### src/rtl/seq_alu_pkg.sv
// Shared opcode constants and FSM state encoding for the sequential ALU.
package seq_alu_pkg;

   localparam logic [3:0] OP_ADD = 4'd0;
   localparam logic [3:0] OP_SUB = 4'd1;
   localparam logic [3:0] OP_AND = 4'd2;
   localparam logic [3:0] OP_OR  = 4'd3;
   localparam logic [3:0] OP_XOR = 4'd4;
   localparam logic [3:0] OP_SHL = 4'd5;
   localparam logic [3:0] OP_SHR = 4'd6;
   localparam logic [3:0] OP_MUL = 4'd7;

   typedef enum logic [1:0] {
      ST_IDLE = 2'd0,
      ST_MUL  = 2'd1,
      ST_HOLD = 2'd2
   } state_e;

   // Opcodes 8..15 are the illegal half of the opcode space.
   function automatic logic op_is_legal(input logic [3:0] op_v);
      return (op_v[3] == 1'b0);
   endfunction

endpackage

### src/rtl/seq_alu_mul.sv
// Shift-add multiplier: one iteration on the start edge, WIDTH-1 more after it,
// then a one-cycle done pulse with the full-width product held in product.
module seq_alu_mul #(
   parameter int WIDTH = 8
) (
   input  logic                 clk,
   input  logic                 rst,
   input  logic                 start,
   input  logic [WIDTH-1:0]     a,
   input  logic [WIDTH-1:0]     b,
   output logic                 done,
   output logic [2*WIDTH-1:0]   product
);

   localparam int CW = (WIDTH > 1) ? $clog2(WIDTH) : 1;

   logic [2*WIDTH-1:0] acc_q;
   logic [2*WIDTH-1:0] mcand_q;
   logic [WIDTH-1:0]   mplier_q;
   logic [CW-1:0]      cnt_q;
   logic               busy_q;
   logic               done_q;
   logic [2*WIDTH-1:0] a_ext;

   assign a_ext = {{WIDTH{1'b0}}, a};

   always_ff @(posedge clk) begin
      if (rst) begin
         acc_q    <= '0;
         mcand_q  <= '0;
         mplier_q <= '0;
         cnt_q    <= '0;
         busy_q   <= 1'b0;
         done_q   <= 1'b0;
      end else begin
         done_q <= 1'b0;
         if (start) begin
            // Bit 0 of b is consumed on the start edge itself.
            acc_q    <= b[0] ? a_ext : '0;
            mcand_q  <= a_ext << 1;
            mplier_q <= b >> 1;
            cnt_q    <= CW'(WIDTH - 1);
            busy_q   <= 1'b1;
         end else if (busy_q) begin
            if (mplier_q[0]) begin
               acc_q <= acc_q + mcand_q;
            end
            mcand_q  <= mcand_q << 1;
            mplier_q <= mplier_q >> 1;
            cnt_q    <= cnt_q - CW'(1);
            if (cnt_q == CW'(1)) begin
               busy_q <= 1'b0;
               done_q <= 1'b1;
            end
         end
      end
   end

   assign done    = done_q;
   assign product = acc_q;

endmodule

### src/rtl/seq_alu.sv
// Sequential ALU with valid/ready handshakes; MUL is delegated to seq_alu_mul.
//   state   | meaning
//   IDLE    | accepting bundles; single-cycle results delivered from here
//   MUL     | multiplier iterating, inputs ignored
//   HOLD    | product presented, waiting for out_ready
module seq_alu
   import seq_alu_pkg::*;
#(
   parameter int WIDTH = 8
) (
   input  logic                 clk,
   input  logic                 rst,
   input  logic                 in_valid,
   output logic                 in_ready,
   input  logic [WIDTH-1:0]     a,
   input  logic [WIDTH-1:0]     b,
   input  logic [3:0]           op,
   output logic                 out_valid,
   input  logic                 out_ready,
   output logic [2*WIDTH-1:0]   result,
   output logic                 carry,
   output logic                 zero,
   output logic                 err
);

   state_e             state_q;
   logic               out_valid_q;
   logic [2*WIDTH-1:0] result_q;
   logic               carry_q;
   logic               zero_q;
   logic               err_q;

   logic               xfer;
   logic               mul_start;
   logic               mul_done;
   logic [2*WIDTH-1:0] mul_product;

   logic [WIDTH:0]     sum;
   logic [WIDTH:0]     diff;
   logic [2*WIDTH-1:0] alu_res_d;
   logic               alu_carry_d;
   logic               alu_err_d;

   assign in_ready  = (state_q == ST_IDLE) && (!out_valid_q || out_ready);
   assign xfer      = in_valid && in_ready;
   assign mul_start = xfer && (op == OP_MUL);

   // Bit WIDTH of the difference is the borrow, i.e. a < b.
   assign sum  = {1'b0, a} + {1'b0, b};
   assign diff = {1'b0, a} - {1'b0, b};

   always_comb begin
      alu_res_d   = '0;
      alu_carry_d = 1'b0;
      alu_err_d   = !op_is_legal(op);
      case (op)
         OP_ADD: begin
            alu_res_d[WIDTH:0] = sum;
            alu_carry_d        = sum[WIDTH];
         end
         OP_SUB: begin
            alu_res_d[WIDTH:0] = diff;
            alu_carry_d        = diff[WIDTH];
         end
         OP_AND: alu_res_d[WIDTH-1:0] = a & b;
         OP_OR:  alu_res_d[WIDTH-1:0] = a | b;
         OP_XOR: alu_res_d[WIDTH-1:0] = a ^ b;
         OP_SHL: begin
            alu_res_d[WIDTH-1:0] = {a[WIDTH-2:0], 1'b0};
            alu_carry_d          = a[WIDTH-1];
         end
         OP_SHR: begin
            alu_res_d[WIDTH-1:0] = {1'b0, a[WIDTH-1:1]};
            alu_carry_d          = a[0];
         end
         default: ;
      endcase
   end

   seq_alu_mul #(
      .WIDTH (WIDTH)
   ) u_mul (
      .clk     (clk),
      .rst     (rst),
      .start   (mul_start),
      .a       (a),
      .b       (b),
      .done    (mul_done),
      .product (mul_product)
   );

   always_ff @(posedge clk) begin
      if (rst) begin
         state_q     <= ST_IDLE;
         out_valid_q <= 1'b0;
         result_q    <= '0;
         carry_q     <= 1'b0;
         zero_q      <= 1'b0;
         err_q       <= 1'b0;
      end else begin
         case (state_q)
            ST_IDLE: begin
               if (xfer) begin
                  if (op == OP_MUL) begin
                     state_q     <= ST_MUL;
                     out_valid_q <= 1'b0;
                  end else begin
                     out_valid_q <= 1'b1;
                     result_q    <= alu_res_d;
                     carry_q     <= alu_carry_d;
                     zero_q      <= (alu_res_d == '0);
                     err_q       <= alu_err_d;
                  end
               end else if (out_ready) begin
                  out_valid_q <= 1'b0;
               end
            end
            ST_MUL: begin
               if (mul_done) begin
                  state_q     <= ST_HOLD;
                  out_valid_q <= 1'b1;
                  result_q    <= mul_product;
                  carry_q     <= 1'b0;
                  zero_q      <= (mul_product == '0);
                  err_q       <= 1'b0;
               end
            end
            ST_HOLD: begin
               if (out_ready) begin
                  state_q     <= ST_IDLE;
                  out_valid_q <= 1'b0;
               end
            end
            default: begin
               state_q     <= ST_IDLE;
               out_valid_q <= 1'b0;
            end
         endcase
      end
   end

   assign out_valid = out_valid_q;
   assign result    = result_q;
   assign carry     = carry_q;
   assign zero      = zero_q;
   assign err       = err_q;

endmodule

### config.mk
export PLATFORM = sky130hd
export DESIGN_NAME = seq_alu
export DESIGN_NICKNAME = d
export VERILOG_FILES = /design/src/rtl/seq_alu_pkg.sv /design/src/rtl/seq_alu_mul.sv /design/src/rtl/seq_alu.sv
export SDC_FILE = /design/constraint.sdc
export NUM_CORES = 1
export LEC_CHECK = 0
export ABC_AREA = 1
export CORE_ASPECT_RATIO = 1.4
export CORE_MARGIN = 4
export CORE_UTILIZATION = 58
export CTS_CLUSTER_DIAMETER = 60
export CTS_CLUSTER_SIZE = 40
export DETAILED_ROUTE_END_ITERATION = 6
export HOLD_SLACK_MARGIN = 0.1
export PLACE_DENSITY = 0.81
export SYNTH_ARGS = -nofsm -noshare
export SYNTH_HDL_FRONTEND = slang
export SYNTH_SLANG_ARGS = --single-unit
### constraint.sdc
create_clock -name clk -period 2.4 [get_ports clk]
set_input_delay 0.24 -clock clk [delete_from_list [all_inputs] [get_ports clk]]
set_output_delay 0.24 -clock clk [all_outputs]
set_load 0.01 [all_outputs]
Word-level counts from Yosys, hierarchy flattened
Index checks and enable logic that the tools add are counted.
{"block": "classes", "addsub": 4, "bitwise_logic": 4, "mux": 42, "n_reduce_logical": 17, "eq_ne": 15}
{"operator": "$mux 16", "n": 6}
{"operator": "$pmux 8 s7", "n": 1}
{"operator": "$logic_not 16->1", "n": 2}
{"operator": "$pmux 16 s2", "n": 1}
{"operator": "$mux 9", "n": 2}
{"operator": "$add 16x16->16", "n": 1}
{"operator": "$eq 4x3->1 const B", "n": 4}
{"operator": "$mux 1", "n": 16}
{"operator": "$mux 7", "n": 2}
{"operator": "$add 8x8->9", "n": 1}
{"operator": "$sub 8x8->9", "n": 1}
{"operator": "$and 8x8->8", "n": 1}
{"operator": "$eq 4x2->1 const B", "n": 2}
{"operator": "$mux 2", "n": 4}
{"operator": "$mux 8", "n": 1}
{"operator": "$or 8x8->8", "n": 1}
{"operator": "$pmux 1 s2", "n": 4}
{"operator": "$reduce_and 4->1", "n": 2}
{"operator": "$xor 8x8->8", "n": 1}
{"operator": "$mux 3", "n": 2}
{"operator": "$ne 2x2->1 const B", "n": 3}
{"operator": "$pmux 2 s3", "n": 1}
{"operator": "$reduce_bool 2->1", "n": 3}
{"operator": "$eq 4x1->1 const B", "n": 1}
{"operator": "16 further kinds", "n": 19}
{"block": "word_totals", "out_inout_bits": 21, "in_bits": 24, "elab_cells": 95, "reg_bits": 65}

Logic depth before layout (Yosys ltp)
Gate-level depths: netlist of the first run.
{"block": "depth", "ltp_word": 7, "ltp_mapped": 14, "mapped_depth_nobuf": 14}

Cells and area by module
From an unflattened synthesis of the first run, not the netlist that was laid out.
{"block": "hier_totals", "hier_cells": 782, "area_unflattened_um2": 4996.0}
{"mod": "seq_alu_mul", "area_each_um2": 2641.3, "seq_area_each_um2": 860.8, "cells_per_inst": 392, "instances": 1}
{"mod": "seq_alu", "area_each_um2": 2354.8, "seq_area_each_um2": 440.4, "cells_per_inst": 390, "instances": 1}

Least setup slack after synthesis of the first run
Ideal clock, no wire load.
{"block": "synth_path", "kind": "reg2reg", "from": "register u_mul.acc_q[1] (netlist: u_mul.product[1])", "to": "register u_mul.acc_q[15] (netlist: u_mul.product[15])", "setup_ns": 0.132, "path_buffers": 0, "stages_incl_launch_ff": 11, "synth_period_minus_slack_ns": 1.819, "arrival_time_ns": 1.687, "required_ns": 2.268, "setup_slack_ns": 0.581, "cell_sequence": "dfxtp_1 > ha_1 > inv_1 > fa_1 > inv_1 > nand3_1 > nand3_1 > a21oi_1 > or2_2 > nand3_1 > a21oi_1"}
{"block": "synth_between", "elab_chain_len": 4}
{"element": "start, declared", "line_no": "seq_alu_mul.sv:17", "source": "logic [2*WIDTH-1:0] acc_q;"}
{"element": "start signal, assigned", "line_no": "seq_alu_mul.sv:39", "source": "acc_q <= b[0] ? a_ext : '0;"}
{"element": "start signal, assigned", "line_no": "seq_alu_mul.sv:46", "source": "acc_q <= acc_q + mcand_q;"}
{"element": "$add 16x16->16", "line_no": "seq_alu_mul.sv:46"}
{"element": "$mux 16", "line_no": "seq_alu_mul.sv:45", "source": "if (mplier_q[0]) begin"}
{"element": "$mux 16", "line_no": "seq_alu_mul.sv:44", "source": "end else if (busy_q) begin"}
{"element": "$mux 16", "line_no": "seq_alu_mul.sv:37", "source": "if (start) begin"}
No other way between the ends. The select of a mux whose other input is x is not followed.
A chain may end at the register's enable or synchronous reset.

Final worst setup path of the first run
{"block": "layout_path", "from": "input a[3]", "to": "register carry_q (netlist: carry)"}
{"block": "layout_between", "elab_chain_len": 5, "word_cells_on_any_way": 6, "classes_between": "add/sub (2); mux (4)"}
{"element": "start, declared", "line_no": "seq_alu.sv:15", "source": "input logic [WIDTH-1:0] a,"}
{"element": "$sub 8x8->9 or $add 8x8->9 (tied branches)", "line_no": "seq_alu.sv:50, seq_alu.sv:49"}
{"element": "$pmux 1 s4 *", "line_no": "seq_alu.sv:56", "source": "case (op)"}
{"element": "$mux 1 *", "line_no": "seq_alu.sv:104", "source": "if (op == OP_MUL) begin"}
{"element": "$mux 1 *", "line_no": "seq_alu.sv:103", "source": "if (xfer) begin"}
{"element": "$pmux 1 s2 *", "line_no": "seq_alu.sv:101", "source": "case (state_q)"}
{"element": "end signal, assigned", "line_no": "seq_alu.sv:110", "source": "carry_q <= alu_carry_d;"}
{"element": "end, declared", "line_no": "seq_alu.sv:29", "source": "logic carry_q;"}
Every way passes the cells marked *; elsewhere a longest branch is shown, timed or not. The select of a mux whose other input is x is not followed.

==> results of run 1 <==
[flip-flops by register name (all words and copies together) (netlist names)]
| name | cells |
|---|---|
| err | 1 |
| u_mul.mplier_q | 7 |
| state_q | 2 |
| zero | 1 |
| u_mul.cnt_q | 3 |
| result | 16 |
| u_mul.product | 16 |
| carry | 1 |
| u_mul.done | 1 |
| u_mul.mcand_q | 15 |
| out_valid | 1 |
| u_mul.busy_q | 1 |
[worst max-delay path, delay by kind of cell]
kind / cells / cell delay [ns]
AOI/OAI and AO/OA: 4 / 0.54
adders and majority gates: 1 / 0.33
buffers and inverters: 4 / 0.79
and+or+nand+nor: 5 / 0.57
[area by class of cell]
cell class / count / area [µm²] / share of cell area [%]
Tap cell: 100 / 125 / 2.16
Sequential cell: 65 / 1300 / 22.5
Clock inverter: 4 / 98.8 / 1.71
Clock buffer: 12 / 155 / 2.68
Timing Repair Buffer: 107 / 913 / 15.8
Inverter: 81 / 304 / 5.25
Multi-Input combinational cell: 537 / 2890 / 49.9
[logic make-up after synthesis]
kind of cell,Yosys count,synth area share (%)
buffers and inverters,105,9.26
adders and majority gates,43,12.1
DFF,65,28.2
and+or+nand+nor,326,30.3
xor gates and xnor gates,4,0.759
AOI/OAI and AO/OA,164,19.3
[per-stage QoR]
stage / total power [W] / setup TNS [ns] / cell area, µm² / util (%)
2_1_floorplan: 0.00145 / 0 / 4620 / -
3_3_place_gp: 0.00172 / -0.305 / 5530 / 71.4
3_5_place_dp: 0.00173 / -0.443 / 5530 / 71.4
4_1_cts: 0.00288 / 0 / 5790 / 74.7
5_1_grt: 0.00300 / 0 / 5790 / 74.7
6_report: 0.00290 / 0 / 5790 / 74.7
[routing by layer]
metal / vias up / GRT usage, %
li1: 2553 / -
met3: 83 / 4.91
met1: 2383 / 32.0
met2: 249 / 58.4
met5: - / 0
met4: 0 / 22.6
[worst paths after layout]
| check | startpoint | endpoint | cells after the start |
|---|---|---|---|
| worst min-delay path | result[15] | result[15] | 2 |
| worst max-delay path | a[3] | carry | 14 |
| worst max register to register | u_mul.product[1] | u_mul.product[15] | 10 |
| worst min register to register | result[15] | result[15] | 2 |
[power by group through the flow]
| stage | combinational (W) | clock [W] | sequential [W] |
|---|---|---|---|
| after CTS | 0.000587 | 0.00117 | 0.00112 |
| final | 0.000595 | 0.00118 | 0.00112 |
| after floorplan | 0.000300 | 0 | 0.00115 |
| after global placement | 0.000575 | 0 | 0.00115 |
| after detailed placement | 0.000582 | 0 | 0.00115 |
| after global routing | 0.000650 | 0.00123 | 0.00113 |
[cell usage in the layout (no fill, tap or decap), drive strengths merged, types with 11 or more instances in the layout]
master,Yosys,layout
o21ai,50,50
nand3,73,73
dfxtp,65,65
buf,14,63
nand2,163,163
o22ai,11,11
nor2,66,66
clkbuf,10,12
a31oi,14,14
a21oi,76,76
clkdlybuf4s50,0,44
inv,81,81
ha,40,40
==> reports/qor.txt, run 1 <==
Startpoint Class: primary input
number of I/O pins: 45
Seq pwr share: 38.8%
worst ir drop on vdd: 0.343 mV
pre-CTS setup slack: -0.157 ns
CP max stage delay: 0.48 ns
vias per inst: 5.81
metal3 WL: 764 µm
Static Leak: 2.63 nW
Comb power frac: 20.5%
Die Ht: 114 µm
maxcap violations: 0
WP data arrival: 2.47 ns
DRT iter0 DRCs: 437
CTS H-tree depth: 3
synthesized area: 4620 µm²
Worst Skew: 0.00557 ns
num rows: 38
Clock power frac: 40.7%
setup slack, reg-to-reg: 0.34 ns
antenna viol nets, final: 0
net switching power: 0.000785 W
grt ovf: 0
pwr dens: 501 nW/µm²
WL/cell: 16.4 µm
Clock Tree Root: clkbuf_8
area grow syn2layout: 25.3%
met2 wire length: 7600 µm
initial antenna violation count: 0
WP data required: 2.63 ns
post-synth top area cell: dfxtp_1
P_int: 0.00211 W
antenna cells: 0
top post-synthesis cells by count: 162 x nand2_1, 78 x inv_1, 75 x a21oi_1
post-layout min period: 2.25 ns
Synth Net Count: 774
largest net degree at the start of global routing: 24
share of post-route cells with drive strength above 1: 11.0%
Final period util: 93.6%
Area contributors post-synth: dfxtp_1 28%, nand2_1 13%, ha_1 11%
post-cts gate resize count: 0
max layer used: met4
Worst Path Max Fanout: 3
clk buf depth: 2
CTS clk-pin slew, worst paths: 0.07 ns
slew margin rel.: 58.7%
Post-DP HPWL: 11900 µm
Avg Inst Size Synth: 6.53 µm²
final count of negative-setup-slack endpoints: 0
slew at the pin with the worst max-slew slack: 0.619 ns
Post-Synthesis Cells: 707
Remaining DRCs: 2
Most Frequent Cell on Critical Path: nand2_1
prevailing post-synth register cell: dfxtp_1
Max Slew Vio Count: 0
endpoint class of the critical path: flop
ys async rst share: 0%
most instantiated library cell after synthesis: nand2_1
postcts setup bufs: 0
Critical-path top delay cell: clkdlybuf4s50_1
flops & latches, synth: 65
filler instances: 621
Ys Warns: 0
Initial DRT Pass Iterations: 7
total clock sinks: 65
Hold Buf Count CTS: 0
Max Freq: 0.445 GHz
CTS tree: yes
RSZ-0062 raised after global routing: false
Synth cell types: 39
dpl cells: 890
non-filler cells, final: 906
chip width: 83.4 µm
status: finished with violations
Worst Setup Slack, final: 0.153 ns
latest clock arrival within the worst-skew pair: 0.35 ns
GR Util All Layers: 31.6%
part of the Yosys area used for sequential elements: 28.2%
first-pass GRT wire length: 24000 µm
Hold Fails Final Rpt: 0
Crit Path Class: primary input to flop
failing checks: DRC
Die ar.: 9480 µm²
final wirelength: 14900 µm
WHS: 0.461 ns
vias after detailed routing: 5268
cts bufs inserted: 9
core area: 7750 µm²
number of flops mapped to enable cells by yosys: 0
Hold WC Path Type: flop to flop
area share of the largest cell type after synthesis: 28.2%
Sw Ratio: 27.1%
routability cong.: 0.989
M1 wire length: 5370 µm
port bufs: 44
Initial Utilization: 59.6%
vias in the first global route: 5194
nets: 868
crit-path cells: clkdlybuf4s50_1 > inv_1 > ha_1 > buf_4 > inv_1 > nand3_1 > nand2_1 > nand2_1 > nand2_1 > a21oi_1 > o21bai_1 > nand2_1 > o21ai_0 > a21oi_1
(Power assumes the default switching activity.)
==> run 2, diff against run 1 <==
--- a/config.mk
+++ b/config.mk
@@ -17,3 +17,4 @@
 export SYNTH_ARGS = -nofsm -noshare
 export SYNTH_HDL_FRONTEND = slang
 export SYNTH_SLANG_ARGS = --single-unit
+export TNS_END_PERCENT = 50
==> results of run 2 <==
No change in the layout: final DEF, timing and power equal those of run 1.
